### src/rtl/fft_drv_pkg.sv
// Shared types and sizing helpers for the FFT frame driver.
package fft_drv_pkg;

  // Driver sequencing: fill a frame, kick the host, wait for it, drain results.
  typedef enum logic [1:0] {
    LOAD   = 2'd0,
    START  = 2'd1,
    WAIT   = 2'd2,
    UNLOAD = 2'd3
  } drv_state_t;

  localparam int FFT_SIZE_DEF = 8;
  localparam int TIMEOUT_DEF  = 255;

  // Bits needed to address one sample of a frame (at least one bit).
  function automatic int idx_width(input int fft_size);
    return (fft_size > 1) ? $clog2(fft_size) : 1;
  endfunction

  // Bits needed for a watchdog that counts up to and including the timeout.
  function automatic int wdog_width(input int timeout);
    return (timeout > 0) ? $clog2(timeout + 1) : 1;
  endfunction

  localparam int IDX_W  = idx_width(FFT_SIZE_DEF);
  localparam int WDOG_W = wdog_width(TIMEOUT_DEF);

endpackage

### src/rtl/fft_frame_driver_if.sv
// Bundle of the sample stream, host bus and result stream around the driver.
// master: the driver's view; slave: the surrounding source/host/sink view.
interface fft_frame_driver_if
  import fft_drv_pkg::*;
#(
  parameter int FFT_SIZE   = 8,
  parameter int DATA_WIDTH = 16
);
  localparam int IDX_BITS = idx_width(FFT_SIZE);
  localparam int FLAT_W   = FFT_SIZE * DATA_WIDTH;

  // Sample input stream
  logic                  in_valid;
  logic                  in_ready;
  logic [DATA_WIDTH-1:0] in_real;
  logic [DATA_WIDTH-1:0] in_imag;
  logic [1:0]            in_mode;

  // FFT host side
  logic [FLAT_W-1:0]     fft_data_real_flat;
  logic [FLAT_W-1:0]     fft_data_imag_flat;
  logic [1:0]            fft_mode;
  logic                  fft_start;
  logic [FLAT_W-1:0]     fft_result_real_flat;
  logic [FLAT_W-1:0]     fft_result_imag_flat;
  logic                  fft_done;

  // Result output stream
  logic                  out_valid;
  logic                  out_ready;
  logic [DATA_WIDTH-1:0] out_real;
  logic [DATA_WIDTH-1:0] out_imag;
  logic [IDX_BITS-1:0]   out_index;
  logic                  out_last;

  // Status
  logic                  busy;
  logic                  timeout_err;

  modport master (
    input  in_valid, in_real, in_imag, in_mode,
    output in_ready,
    output fft_data_real_flat, fft_data_imag_flat, fft_mode, fft_start,
    input  fft_result_real_flat, fft_result_imag_flat, fft_done,
    output out_valid, out_real, out_imag, out_index, out_last,
    input  out_ready,
    output busy, timeout_err
  );

  modport slave (
    output in_valid, in_real, in_imag, in_mode,
    input  in_ready,
    input  fft_data_real_flat, fft_data_imag_flat, fft_mode, fft_start,
    output fft_result_real_flat, fft_result_imag_flat, fft_done,
    input  out_valid, out_real, out_imag, out_index, out_last,
    output out_ready,
    input  busy, timeout_err
  );

endinterface

### src/rtl/fft_result_serializer.sv
// Captures the host's flattened results on completion and replays them as an
// indexed valid/ready stream. The capture decouples the output from any later
// host activity on the result buses.
module fft_result_serializer
  import fft_drv_pkg::*;
#(
  parameter int FFT_SIZE   = 8,
  parameter int DATA_WIDTH = 16,
  parameter int IDX_BITS   = idx_width(FFT_SIZE)
) (
  input  logic                           clk,
  input  logic                           rst,
  input  logic                           capture,
  input  logic                           active,
  input  logic [FFT_SIZE*DATA_WIDTH-1:0] res_real,
  input  logic [FFT_SIZE*DATA_WIDTH-1:0] res_imag,
  input  logic                           out_ready,
  output logic                           out_valid,
  output logic [DATA_WIDTH-1:0]          out_real,
  output logic [DATA_WIDTH-1:0]          out_imag,
  output logic [IDX_BITS-1:0]            out_index,
  output logic                           out_last,
  output logic                           stream_done
);
  localparam int FLAT_W = FFT_SIZE * DATA_WIDTH;
  localparam logic [IDX_BITS-1:0] LAST_IDX = IDX_BITS'(FFT_SIZE - 1);

  logic [FLAT_W-1:0]   cap_real;
  logic [FLAT_W-1:0]   cap_imag;
  logic [IDX_BITS-1:0] idx;
  logic                at_last;
  logic                out_hs;

  assign at_last     = (idx == LAST_IDX);
  assign out_hs      = active && out_ready;

  // Outputs are pure functions of the captured frame and the read index, so
  // they hold still for as long as the sink stalls.
  assign out_valid   = active;
  assign out_index   = idx;
  assign out_last    = active && at_last;
  assign out_real    = cap_real[idx*DATA_WIDTH +: DATA_WIDTH];
  assign out_imag    = cap_imag[idx*DATA_WIDTH +: DATA_WIDTH];
  assign stream_done = out_hs && at_last;

  // Snapshot results on done; advance the read index on each accepted sample.
  always_ff @(posedge clk) begin
    if (rst) begin
      cap_real <= '0;
      cap_imag <= '0;
      idx      <= '0;
    end else if (capture) begin
      cap_real <= res_real;
      cap_imag <= res_imag;
      idx      <= '0;
    end else if (out_hs) begin
      idx <= at_last ? '0 : idx + 1'b1;
    end
  end

endmodule

### src/rtl/fft_frame_driver.sv
// Initiator-side driver for the FFT host: gathers a streamed complex frame
// into the host's flattened buses, pulses start, waits for done under a
// watchdog, then streams the captured results back out.
module fft_frame_driver
  import fft_drv_pkg::*;
#(
  parameter int FFT_SIZE   = 8,
  parameter int DATA_WIDTH = 16,
  parameter int TIMEOUT    = 255
) (
  input logic                clk,
  input logic                rst,
  fft_frame_driver_if.master bus
);
  localparam int IDX_BITS  = idx_width(FFT_SIZE);
  localparam int WDOG_BITS = wdog_width(TIMEOUT);
  localparam int FLAT_W    = FFT_SIZE * DATA_WIDTH;

  localparam logic [IDX_BITS-1:0]  LAST_LOAD = IDX_BITS'(FFT_SIZE - 1);
  // The abort decision is made in the cycle whose increment would bring the
  // counter to TIMEOUT, so the error and the return to LOAD show the cycle
  // after the TIMEOUT-th WAIT cycle.
  localparam logic [WDOG_BITS-1:0] WDOG_LAST = WDOG_BITS'(TIMEOUT - 1);

  drv_state_t           state;
  drv_state_t           state_next;

  logic [IDX_BITS-1:0]  load_idx;
  logic [FLAT_W-1:0]    data_real;
  logic [FLAT_W-1:0]    data_imag;
  logic [1:0]           mode;
  logic [WDOG_BITS-1:0] wdog;
  logic                 tmo_err;

  logic                 in_ready;
  logic                 start_pulse;
  logic                 busy;
  logic                 in_hs;
  logic                 last_load;
  logic                 done_take;
  logic                 wdog_expire;
  logic                 unload_active;
  logic                 unload_done;

  assign in_hs         = in_ready && bus.in_valid;
  assign last_load     = in_hs && (load_idx == LAST_LOAD);
  // Done is honoured only while waiting; stray pulses elsewhere are ignored.
  assign done_take     = (state == WAIT) && bus.fft_done;
  // A done in the expiry cycle wins over the watchdog.
  assign wdog_expire   = (state == WAIT) && !bus.fft_done && (wdog == WDOG_LAST);
  assign unload_active = (state == UNLOAD);

  // State register.
  always_ff @(posedge clk) begin
    if (rst) begin
      state <= LOAD;
    end else begin
      state <= state_next;
    end
  end

  // Next-state selection and state-decoded handshake/status outputs.
  always_comb begin
    state_next  = state;
    in_ready    = 1'b0;
    start_pulse = 1'b0;
    busy        = 1'b1;
    unique case (state)
      LOAD: begin
        in_ready = 1'b1;
        busy     = 1'b0;
        if (last_load) begin
          state_next = START;
        end
      end
      START: begin
        start_pulse = 1'b1;
        state_next  = WAIT;
      end
      WAIT: begin
        if (done_take) begin
          state_next = UNLOAD;
        end else if (wdog_expire) begin
          state_next = LOAD;
        end
      end
      UNLOAD: begin
        if (unload_done) begin
          state_next = LOAD;
        end
      end
      default: begin
        state_next = LOAD;
      end
    endcase
  end

  // Frame packing: the flats only change on input handshakes, so they stay
  // put from START until the first write of the next frame.
  always_ff @(posedge clk) begin
    if (rst) begin
      data_real <= '0;
      data_imag <= '0;
      mode      <= '0;
      load_idx  <= '0;
    end else begin
      if (in_hs) begin
        data_real[load_idx*DATA_WIDTH +: DATA_WIDTH] <= bus.in_real;
        data_imag[load_idx*DATA_WIDTH +: DATA_WIDTH] <= bus.in_imag;
        if (load_idx == '0) begin
          mode <= bus.in_mode;
        end
        load_idx <= last_load ? '0 : load_idx + 1'b1;
      end
      // An aborted frame restarts from sample 0.
      if (wdog_expire) begin
        load_idx <= '0;
      end
    end
  end

  // Watchdog: cleared as start is issued, counts every WAIT cycle, and the
  // sticky error survives everything but reset.
  always_ff @(posedge clk) begin
    if (rst) begin
      wdog    <= '0;
      tmo_err <= 1'b0;
    end else begin
      if (state == START) begin
        wdog <= '0;
      end else if (state == WAIT) begin
        wdog <= wdog + 1'b1;
      end
      if (wdog_expire) begin
        tmo_err <= 1'b1;
      end
    end
  end

  fft_result_serializer #(
    .FFT_SIZE   (FFT_SIZE),
    .DATA_WIDTH (DATA_WIDTH),
    .IDX_BITS   (IDX_BITS)
  ) u_serializer (
    .clk         (clk),
    .rst         (rst),
    .capture     (done_take),
    .active      (unload_active),
    .res_real    (bus.fft_result_real_flat),
    .res_imag    (bus.fft_result_imag_flat),
    .out_ready   (bus.out_ready),
    .out_valid   (bus.out_valid),
    .out_real    (bus.out_real),
    .out_imag    (bus.out_imag),
    .out_index   (bus.out_index),
    .out_last    (bus.out_last),
    .stream_done (unload_done)
  );

  assign bus.in_ready           = in_ready;
  assign bus.fft_start          = start_pulse;
  assign bus.busy               = busy;
  assign bus.fft_data_real_flat = data_real;
  assign bus.fft_data_imag_flat = data_imag;
  assign bus.fft_mode           = mode;
  assign bus.timeout_err        = tmo_err;

endmodule

### src/flat_wrapper.sv
// flat-port wrapper written by rule: the top's interface ports become plain ports
module fft_frame_driver_flat import fft_drv_pkg::*;
#(
  parameter int FFT_SIZE   = 8,
  parameter int DATA_WIDTH = 16,
  parameter int TIMEOUT    = 255
)
  (clk, rst, bus_in_valid, bus_in_real, bus_in_imag, bus_in_mode, bus_in_ready, bus_fft_data_real_flat, bus_fft_data_imag_flat, bus_fft_mode, bus_fft_start, bus_fft_result_real_flat, bus_fft_result_imag_flat, bus_fft_done, bus_out_valid, bus_out_real, bus_out_imag, bus_out_index, bus_out_last, bus_out_ready, bus_busy, bus_timeout_err);
  fft_frame_driver_if #(.FFT_SIZE(FFT_SIZE), .DATA_WIDTH(DATA_WIDTH)) bus_i ();
  input logic clk;
  input logic rst;
  input wire logic [$bits(bus_i.in_valid)-1:0] bus_in_valid;
  input wire logic [$bits(bus_i.in_real)-1:0] bus_in_real;
  input wire logic [$bits(bus_i.in_imag)-1:0] bus_in_imag;
  input wire logic [$bits(bus_i.in_mode)-1:0] bus_in_mode;
  output wire logic [$bits(bus_i.in_ready)-1:0] bus_in_ready;
  output wire logic [$bits(bus_i.fft_data_real_flat)-1:0] bus_fft_data_real_flat;
  output wire logic [$bits(bus_i.fft_data_imag_flat)-1:0] bus_fft_data_imag_flat;
  output wire logic [$bits(bus_i.fft_mode)-1:0] bus_fft_mode;
  output wire logic [$bits(bus_i.fft_start)-1:0] bus_fft_start;
  input wire logic [$bits(bus_i.fft_result_real_flat)-1:0] bus_fft_result_real_flat;
  input wire logic [$bits(bus_i.fft_result_imag_flat)-1:0] bus_fft_result_imag_flat;
  input wire logic [$bits(bus_i.fft_done)-1:0] bus_fft_done;
  output wire logic [$bits(bus_i.out_valid)-1:0] bus_out_valid;
  output wire logic [$bits(bus_i.out_real)-1:0] bus_out_real;
  output wire logic [$bits(bus_i.out_imag)-1:0] bus_out_imag;
  output wire logic [$bits(bus_i.out_index)-1:0] bus_out_index;
  output wire logic [$bits(bus_i.out_last)-1:0] bus_out_last;
  input wire logic [$bits(bus_i.out_ready)-1:0] bus_out_ready;
  output wire logic [$bits(bus_i.busy)-1:0] bus_busy;
  output wire logic [$bits(bus_i.timeout_err)-1:0] bus_timeout_err;
  assign bus_i.in_valid = bus_in_valid;
  assign bus_i.in_real = bus_in_real;
  assign bus_i.in_imag = bus_in_imag;
  assign bus_i.in_mode = bus_in_mode;
  assign bus_in_ready = bus_i.in_ready;
  assign bus_fft_data_real_flat = bus_i.fft_data_real_flat;
  assign bus_fft_data_imag_flat = bus_i.fft_data_imag_flat;
  assign bus_fft_mode = bus_i.fft_mode;
  assign bus_fft_start = bus_i.fft_start;
  assign bus_i.fft_result_real_flat = bus_fft_result_real_flat;
  assign bus_i.fft_result_imag_flat = bus_fft_result_imag_flat;
  assign bus_i.fft_done = bus_fft_done;
  assign bus_out_valid = bus_i.out_valid;
  assign bus_out_real = bus_i.out_real;
  assign bus_out_imag = bus_i.out_imag;
  assign bus_out_index = bus_i.out_index;
  assign bus_out_last = bus_i.out_last;
  assign bus_i.out_ready = bus_out_ready;
  assign bus_busy = bus_i.busy;
  assign bus_timeout_err = bus_i.timeout_err;
  fft_frame_driver #(.FFT_SIZE(FFT_SIZE), .DATA_WIDTH(DATA_WIDTH), .TIMEOUT(TIMEOUT)) u_core (.clk(clk), .rst(rst), .bus(bus_i));
endmodule
### config.mk
export PLATFORM = sky130hd
export DESIGN_NAME = fft_frame_driver_flat
export DESIGN_NICKNAME = d
export VERILOG_FILES = /design/src/rtl/fft_drv_pkg.sv /design/src/rtl/fft_frame_driver_if.sv /design/src/rtl/fft_result_serializer.sv /design/src/rtl/fft_frame_driver.sv /design/src/flat_wrapper.sv
export SDC_FILE = /design/constraint.sdc
export NUM_CORES = 1
export LEC_CHECK = 0
export BUFFER_PORTS_ARGS = -buffer_cell sky130_fd_sc_hd__buf_2
export CAP_MARGIN = 10
export CORE_ASPECT_RATIO = 0.5
export CORE_MARGIN = 5
export CORE_UTILIZATION = 57
export CTS_CLUSTER_SIZE = 12
export DETAILED_ROUTE_END_ITERATION = 8
export HOLD_SLACK_MARGIN = 0.15
export PLACE_DENSITY = 0.87
export SKIP_CTS_REPAIR_TIMING = 1
export SLEW_MARGIN = 20
export SYNTH_ARGS = -nofsm -noshare
export SYNTH_HDL_FRONTEND = slang
export SYNTH_SLANG_ARGS = --single-unit
### constraint.sdc
create_clock -name clk -period 4.4 [get_ports clk]
set_clock_uncertainty 0.15 [all_clocks]
set_input_delay 0.88 -clock clk [delete_from_list [all_inputs] [get_ports clk]]
set_output_delay 0.88 -clock clk [all_outputs]
set_load 0.1 [all_outputs]
# After elaboration in Yosys (flattened, before gate mapping)
# Cells that the tools add are included.
[word_totals] latch_bits=0 mem_bits_rw=0 romBits=0 n_memories=0 reg_bits=531
[classes] n_reduce_logical=16 mux=12 n_lt_le_gt_ge=0 n_mul=0 n_eq_ne=9 bitwise_logic=0 shift=5 add_sub_neg=4 div=0
[ops] cell="$bwmux W128" count=2
[ops] cell="$shiftx A128 B8 Y16" count=2
[ops] cell="$shiftx A16 B34 Y128" count=2
[ops] cell="$shift A16 B34 Y128 const A" count=1
[ops] cell="$neg A7 Y34" count=1
[ops] cell="$add A8 B1 Y8 const B" count=1
[ops] cell="$eq A8 B8 Y1 const B" count=1
[ops] cell="$logic_and A1 B1 Y1" count=8
[ops] cell="$mux W2" count=4
[ops] cell="$pmux W2 S4" count=1
[ops] cell="$add A3 B1 Y3 const B" count=2
[ops] cell="$eq A3 B3 Y1 const B" count=2
[ops] cell="$mux W3" count=2
[ops] cell="$reduce_or A2 Y1" count=3
[ops] cell="$eq A2 B2 Y1 const B" count=2
[ops] cell="$ne A2 B1 Y1 const B" count=2
[ops] cell="$logic_not A3 Y1" count=1
[ops] cell="$mux W1" count=3
[ops] cell="$ne A3 B1 Y1 const B" count=1
[ops] cell="$reduce_and A3 Y1" count=1
[ops] cell="$eq A2 B1 Y1 const B" count=1
[ops] cell="$logic_not A2 Y1" count=1
[ops] cell="$reduce_and A2 Y1" count=1
[ops] cell="$logic_not A1 Y1" count=1

# Depth between registers and ports, before layout
# Gate-level depths: netlist of the first run.
[depth] ltp_word=6 mapped_depth=11

# Hierarchy
# Synthesis of the first run repeated with hierarchy kept, for this count alone.
[hier_totals] hier_cells=2148 area_unflattened_um2=22262.6
[modules_own_cells] module="fft_frame_driver" cells_per_inst=1190 area_per_inst_um2=11249.5 n_inst=1
[modules_own_cells] module="fft_result_serializer" cells_per_inst=958 area_per_inst_um2=11013.1 n_inst=1

# Worst setup path after synthesis of the first run
# Ideal clock, no wire load.
[synth_timing] path_kind="reg-to-output" start="register u_core.state[0]" end="output bus_busy" setup_slack_ps=320 stages_incl_launch_ff=5 required_time_ps=3370 arrival_time_ps=3050 cell_sequence="dfxtp_1 > clkbuf_1 > clkbuf_1 > nor2_1 > inv_1"
[synth_between] elab_chain_cells=2
[synth_rtl] element="start: declaration" line="fft_frame_driver.sv:25" source="drv_state_t state;"
[synth_rtl] element="start signal: assignment" line="fft_frame_driver.sv:58" source="state <= state_next;"
[synth_rtl] element="$logic_not A2 Y1" line="fft_frame_driver.sv:68" source="unique case (state)"
[synth_rtl] element="$mux W1" line="fft_frame_driver.sv:68"
[synth_rtl] element="end: declaration" line="flat_wrapper.sv:30" source="output wire logic [$bits(bus_i.busy)-1:0] bus_busy;"
# No other way between the ends.

# Worst setup path after layout of the first run
[layout_timing] start="register u_core.u_serializer.idx[0], in the netlist u_core.u_serializer.out_index[0]" end="output bus_out_real[2]"
[layout_between] elab_chain_cells=1
[layout_rtl] element="start: declaration" line="fft_result_serializer.sv:30" source="logic [IDX_BITS-1:0] idx;"
[layout_rtl] element="start signal: assignment" line="fft_result_serializer.sv:57" source="idx <= at_last ? '0 : idx + 1'b1;"
[layout_rtl] element="$shiftx A128 B8 Y16" line="fft_result_serializer.sv:42" source="assign out_real = cap_real[idx*DATA_WIDTH +: DATA_WIDTH];"
[layout_rtl] element="end: declaration" line="flat_wrapper.sv:25" source="output wire logic [$bits(bus_i.out_real)-1:0] bus_out_real;"
# No other way between the ends.

==> results of run 1 <==
how the worst max path moves through the flow:
stage | slack [ns] | cells past startpoint | from | endpoint
2_1_floorplan | 0.32 | 4 | u_core.state[0] | bus_busy
3_3_place_gp | 1.0 | 4 | u_core.u_serializer.out_index[0] | bus_out_real[2]
3_5_place_dp | 0.98 | 4 | u_core.u_serializer.out_index[0] | bus_out_real[1]
4_1_cts | 0.39 | 4 | u_core.u_serializer.out_index[0] | bus_out_real[1]
5_1_grt | 0.30 | 4 | u_core.u_serializer.out_index[0] | bus_out_real[1]
6_report | 0.46 | 4 | u_core.u_serializer.out_index[0] | bus_out_real[2]
tightest hold or removal path, delay by kind of cell (launching register included):
kind	cells	cell delay, ns
compound gates	1	0.05
flops	1	0.31
simple gates	1	0.05
sequential cells by signal (all words and copies together), names as in the netlist, 3 cells and up:
name,count
u_core.bus.fft_data_real_flat,128
u_core.u_serializer.cap_imag,128
u_core.wdog,8
u_core.bus.fft_data_imag_flat,128
u_core.load_idx,3
u_core.u_serializer.out_index,3
u_core.u_serializer.cap_real,128
routing by layer:
layer | global-route usage (%) | share of wire (%) | routed length (um) | vias to the layer above
met2 | 54.6 | 51 | 35900 | 740
met1 | 34.3 | 37 | 25500 | 9250
met5 | 0 | 0.049 | 34 | -
li1 | - | - | - | 8952
met4 | 19.2 | 6.5 | 4540 | 6
met3 | 4.63 | 5.4 | 3780 | 230
kinds of logic (layout without fill, tap and decap cells):
logic type               Yosys count  in the layout  synth area share, %
AND/OR/NAND/NOR                 1011           1011                 21.3
flip-flops                       531            531                 47.7
multiplexers                     352            352                 19.9
AO/OA/AOI/OAI                    289            289                 6.77
buffers and inverters            198            699                 3.71
adder cells (fa/ha/maj)            9              9                0.506
XOR/XNOR                           1              1               0.0393
other                              0             25                    0
report_power, final:
part	total [W]	switching [W]	internal, W
combinational	0.000737	0.000492	0.000245
sequential	0.00485	0.0000146	0.00483
clock	0.00398	0.00181	0.00217
layout by cell type, fill, tap and decap left out, types with 3 or more instances in the layout:
cell,n
buf_2,592
nor2b_1,51
nand2b_1,243
mux2_2,39
nor3b_1,3
nand3_1,3
dfxtp_1,528
buf_12,11
clkbuf_16,53
mux2i_1,236
nand4_1,7
or4_1,4
inv_1,9
nand3b_1,4
o31ai_1,9
mux4_2,64
ha_1,9
a211oi_1,6
nor4b_2,3
a21oi_1,265
nor3_1,6
clkbuf_1,4
nor2_1,6
nand2_1,656
buf_4,22
nand4b_1,3
mux2_4,13
diode_2,25
per-stage QoR:
stage	cells	setup slack, ns	utilization, %	instance area [sq um]	power, W
2_1_floorplan	2391	0.320	-	22300	0.00541
3_3_place_gp	3358	1.00	66.0	25600	0.00568
3_5_place_dp	3358	0.984	66.0	25600	0.00568
4_1_cts	3421	0.389	69.7	27000	0.00961
5_1_grt	3446	0.303	69.9	27100	0.00986
6_report	3447	0.457	69.9	27100	0.00956
cell type report:
class	count	area, sq um	share of cell area, %
diodes	25	62.6	0.231
clock buffers	59	1370	5.06
clock inverters	4	38.8	0.143
inverters	9	33.8	0.125
multi-input cells	1662	10900	40.2
flip-flops and latches	531	10600	39.3
well taps	530	663	2.45
repair buffers	627	3370	12.5
==> impl_metrics.env, run 1 <==
export IMPL_drc=0
export IMPL_die_w_um=290
export IMPL_ios=594
export IMPL_required_ns=3.37
export IMPL_max_freq_mhz=254
export IMPL_timing_rr_end="u_core.bus.fft_data_imag_flat[12]"
export IMPL_synth_top_area_share_pct=47.7
export IMPL_ir_drop_mv=0.252
export IMPL_area_growth_pct=21.6
export IMPL_ys_top_cells_by_count="nand2_1, dfxtp_1, a21oi_1"
export IMPL_final_max_slew_viol_count=0
export IMPL_crit_family="multiplexers"
export IMPL_initial_core_util_pct=57.5
export IMPL_ys_top_cells_by_area="dfxtp_1, nand2_1, mux2i_1"
export IMPL_h_tree_depth=2
export IMPL_power_density_nw_per_um2=353
export IMPL_grt_pass1_vias=18800
export IMPL_drtIter0Drc=1269
export IMPL_cpPeakStageDelay_ns=0.80
export IMPL_wl_per_cell_um=20.2
export IMPL_die_y_um=150
export IMPL_rrSetupSlack_ns=1.20
export IMPL_clk_latency_ns=0.57
export IMPL_finalCritPeriodShare_pct=89.6
export IMPL_num_vias=19200
export IMPL_layout_drive_gt1_share_pct=28.4
export IMPL_viasPerCell=5.56
export IMPL_synthFlopType="dfxtp_1"
export IMPL_async_flop_share_pct=0
export IMPL_whs_path_depth=2
export IMPL_yosys_warnings=0
export IMPL_yosysSeqAreaShare_pct=47.7
export IMPL_antenna_found_initial=27
export IMPL_status="completed"
export IMPL_cp_start_kind="flop"
export IMPL_num_rows=51
export IMPL_yosys_register_bits=531
export IMPL_port_buffers=593
export IMPL_path_cells="buf_12 > mux4_2 > mux2_2 > buf_2"
export IMPL_track_usage_pct=30.5
export IMPL_die_area_sq_um=43400
export IMPL_cts_made_buffers=51
export IMPL_syn_area_sq_um=22300
export IMPL_synth_edff_count=0
export IMPL_cts_tree="yes"
export IMPL_worstHoldStart="u_core.u_serializer.cap_imag[51]"
export IMPL_cp_num_buf_inv=2
export IMPL_drt_pass1_iterations=6
export IMPL_clkSinkCount=531
export IMPL_synth_nets=2695
export IMPL_clkTransAtPathRegs_ns=0.06
export IMPL_synth_most_common_cell="nand2_1"
export IMPL_worst_r2r_path_depth=6
export IMPL_synth_cell_types=44
export IMPL_hold_viol_final=0
export IMPL_syn_inst=2391
export IMPL_routed_wl_mm=69.8
export IMPL_cp_slowest_cell="dfxtp_4"
export IMPL_cts_root_buf="clkbuf_16"
export IMPL_grt_max_degree=208
export IMPL_hold_path_endpoint="u_core.u_serializer.cap_imag[51]"
export IMPL_critical_path_max_fanout=35
export IMPL_crit_path_end_kind="output pin"
export IMPL_core_area_sq_um=38700
export IMPL_cp_arrival_ns=2.91
export IMPL_finalSetupTns_ns=0
export IMPL_postSynthAreaPerCell_sq_um=9.31
export IMPL_worst_slew_margin_rel_pct=31.6
export IMPL_criticalPathCategory="reg -> out"
export IMPL_drv_cap=0
export IMPL_place_congestion=0.885
export IMPL_timing_hold_ws_ns=0.302
export IMPL_rsz0062_at_grt="no"
export IMPL_grt_pass1_wl_mm=104
export IMPL_fill_cells=2957
export IMPL_clockBufferDepth=3
export IMPL_p_leak_nw=11.4
export IMPL_fin_nets=3186
export IMPL_grt_ovfl_total=0
export IMPL_hp_class="reg -> reg"
export IMPL_max_slew_worst_pin_slew_ns=1.01
export IMPL_setup_viol=0
export IMPL_fin_crit_ns=3.94
export IMPL_yosys_area_top_type="dfxtp_1"
export IMPL_antenna_left=0
export IMPL_hpwl_mm=49.7
export IMPL_r2r_start="u_core.load_idx[1]"
Power figures use the tool's default switching activity.
==> run 2: changes to the inputs <==
--- a/config.mk
+++ b/config.mk
@@ -10,6 +10,7 @@
 export CORE_ASPECT_RATIO = 0.5
 export CORE_MARGIN = 5
 export CORE_UTILIZATION = 57
+export CTS_BUF_LIST = sky130_fd_sc_hd__clkbuf_4
 export CTS_CLUSTER_SIZE = 12
 export DETAILED_ROUTE_END_ITERATION = 8
 export HOLD_SLACK_MARGIN = 0.15
==> run 2 against run 1 <==
The flow now finishes with violations (negative setup slack); fmax decreased by 10%; non-clock buffer count is 218 higher; design area increased by 8.0%; worst setup slack got worse by 0.46 ns; count of clock-buffer cells in the layout rose by 118; critical endpoint unchanged; largest power group unchanged; highest routed layer unchanged.
==> impl_metrics.env, run 2 (synthesis gave the netlist of run 1 again) <==
export IMPL_status="complete, but fails checks"
export IMPL_violations="negative setup slack"
export IMPL_core_area_sq_um=38700
export IMPL_layout_drive_gt1_share_pct=29.0
export IMPL_die_w_um=290
export IMPL_fin_crit_ns=4.41
export IMPL_power_density_nw_per_um2=328
export IMPL_final_max_slew_viol_count=0
export IMPL_port_buffers=593
export IMPL_drc=0
export IMPL_drt_pass1_iterations=6
export IMPL_cp_arrival_ns=3.38
export IMPL_cts_root_buf="clkbuf_4"
export IMPL_grt_max_degree=208
export IMPL_worst_slew_margin_rel_pct=26.0
export IMPL_routed_wl_mm=83.0
export IMPL_hp_class="in -> reg"
export IMPL_hold_viol_final=0
export IMPL_initial_core_util_pct=57.5
export IMPL_finalSetupTns_ns=-0.00566
export IMPL_final_cell_mix="nand2_1, buf_2, dfxtp_1"
export IMPL_p_leak_nw=12.5
export IMPL_wl_per_cell_um=21.9
export IMPL_grt_pass1_vias=19300
export IMPL_clk_latency_ns=0.81
export IMPL_clkSinkCount=531
export IMPL_track_usage_pct=30.6
export IMPL_clkTransAtPathRegs_ns=0.08
export IMPL_num_vias=21800
export IMPL_num_rows=51
export IMPL_finalCritPeriodShare_pct=100
export IMPL_ir_drop_mv=0.227
export IMPL_cp_start_kind="flop"
export IMPL_antenna_found_initial=25
export IMPL_cts_made_buffers=115
export IMPL_clockBufferDepth=3
export IMPL_hpwl_mm=49.7
export IMPL_area_growth_pct=31.3
export IMPL_worst_slack_ns=-0.00566
export IMPL_drtIter0Drc=2137
export IMPL_ios=594
export IMPL_viasPerCell=5.74
export IMPL_grt_ovfl_total=0
export IMPL_layout_commonest_cell="nand2_1"
export IMPL_drv_cap=0
export IMPL_setup_viol=1
export IMPL_final_util_pct=75.5
export IMPL_criticalPathCategory="reg -> out"
export IMPL_required_ns=3.37
export IMPL_h_tree_depth=3
export IMPL_crit_path_end_kind="output pin"
export IMPL_grt_pass1_wl_mm=104
export IMPL_die_y_um=150
export IMPL_fin_nets=3468
export IMPL_max_freq_mhz=227
export IMPL_place_congestion=0.885
export IMPL_critical_path_max_fanout=35
export IMPL_antenna_left=0
export IMPL_pre_cts_slack_ns=0.984
export IMPL_die_area_sq_um=43400
export IMPL_max_slew_worst_pin_slew_ns=1.11
export IMPL_cts_tree="yes"
[run 2: cell types whose count changed in the layout (fill, tap and decap cells not counted), moves of 2 or more]
cell / delta
clkbuf_16: -53
clkbuf_8: -2
inv_2: +4
clkinv_1: +17
dlygate4sd3_1: +219
clkinv_2: -2
diode_2: -5
clkbuf_1: -4
clkbuf_4: +177
[run 2: path summary, 6_finish.rpt]
path	slack (ns)	cells past startpoint	startpoint	endpoint
worst max register to register	1.19	6	u_core.load_idx[1]	u_core.bus.fft_data_imag_flat[2]
worst min register to register	0.30	2	u_core.u_serializer.cap_imag[119]	u_core.u_serializer.cap_imag[119]
worst min-delay path	0.15	3	bus_fft_result_real_flat[6]	u_core.u_serializer.cap_real[6]
worst max-delay path	-0.006	4	u_core.u_serializer.out_index[0]	bus_out_real[2]
[run 2: layer usage]
| layer | track usage (%) | wire length, um | up-vias |
|---|---|---|---|
| met1 | 33.6 | 27600 | 10100 |
| li1 | - | - | 9617 |
| met2 | 53.1 | 40600 | 1437 |
| met3 | 6.32 | 6920 | 602 |
| met5 | 0 | 109 | - |
| met4 | 22.0 | 7760 | 16 |
[run 2: critical path, cell delays in order, from the launching register on]
cell	delay (ns)
dfxtp_4	0.81
buf_12	0.34
mux4_2	0.69
mux2_2	0.35
buf_2	0.31
[run 2: area by class of cell]
type / instances / area (sq um)
clock inverter: 22 / 86.3
inverter: 9 / 33.8
sequential: 531 / 10600
timing repair buffer: 845 / 5560
antenna: 20 / 50.0
tap: 530 / 663
clock buffer: 177 / 1330
multi-input combinational: 1662 / 10900
fill: 2530 / 9490
[run 2: through the flow]
stage	power, W	hold WS [ns]	cells	instance area, sq um
final	0.00958	0.152	3796	29200
after floorplan	0.00541	0.283	2391	22300
after global routing	0.00990	0.105	3788	29200
after global placement	0.00568	0.289	3358	25600
after detailed placement	0.00568	0.293	3358	25600
after CTS	0.00934	0.0609	3557	27000
[run 2: power by group]
group	total (W)	internal (W)	switching, W
sequential	0.00484	0.00483	0.0000149
combinational	0.000921	0.000373	0.000548
clock	0.00382	0.00181	0.00200
total	0.00958	0.00701	0.00257
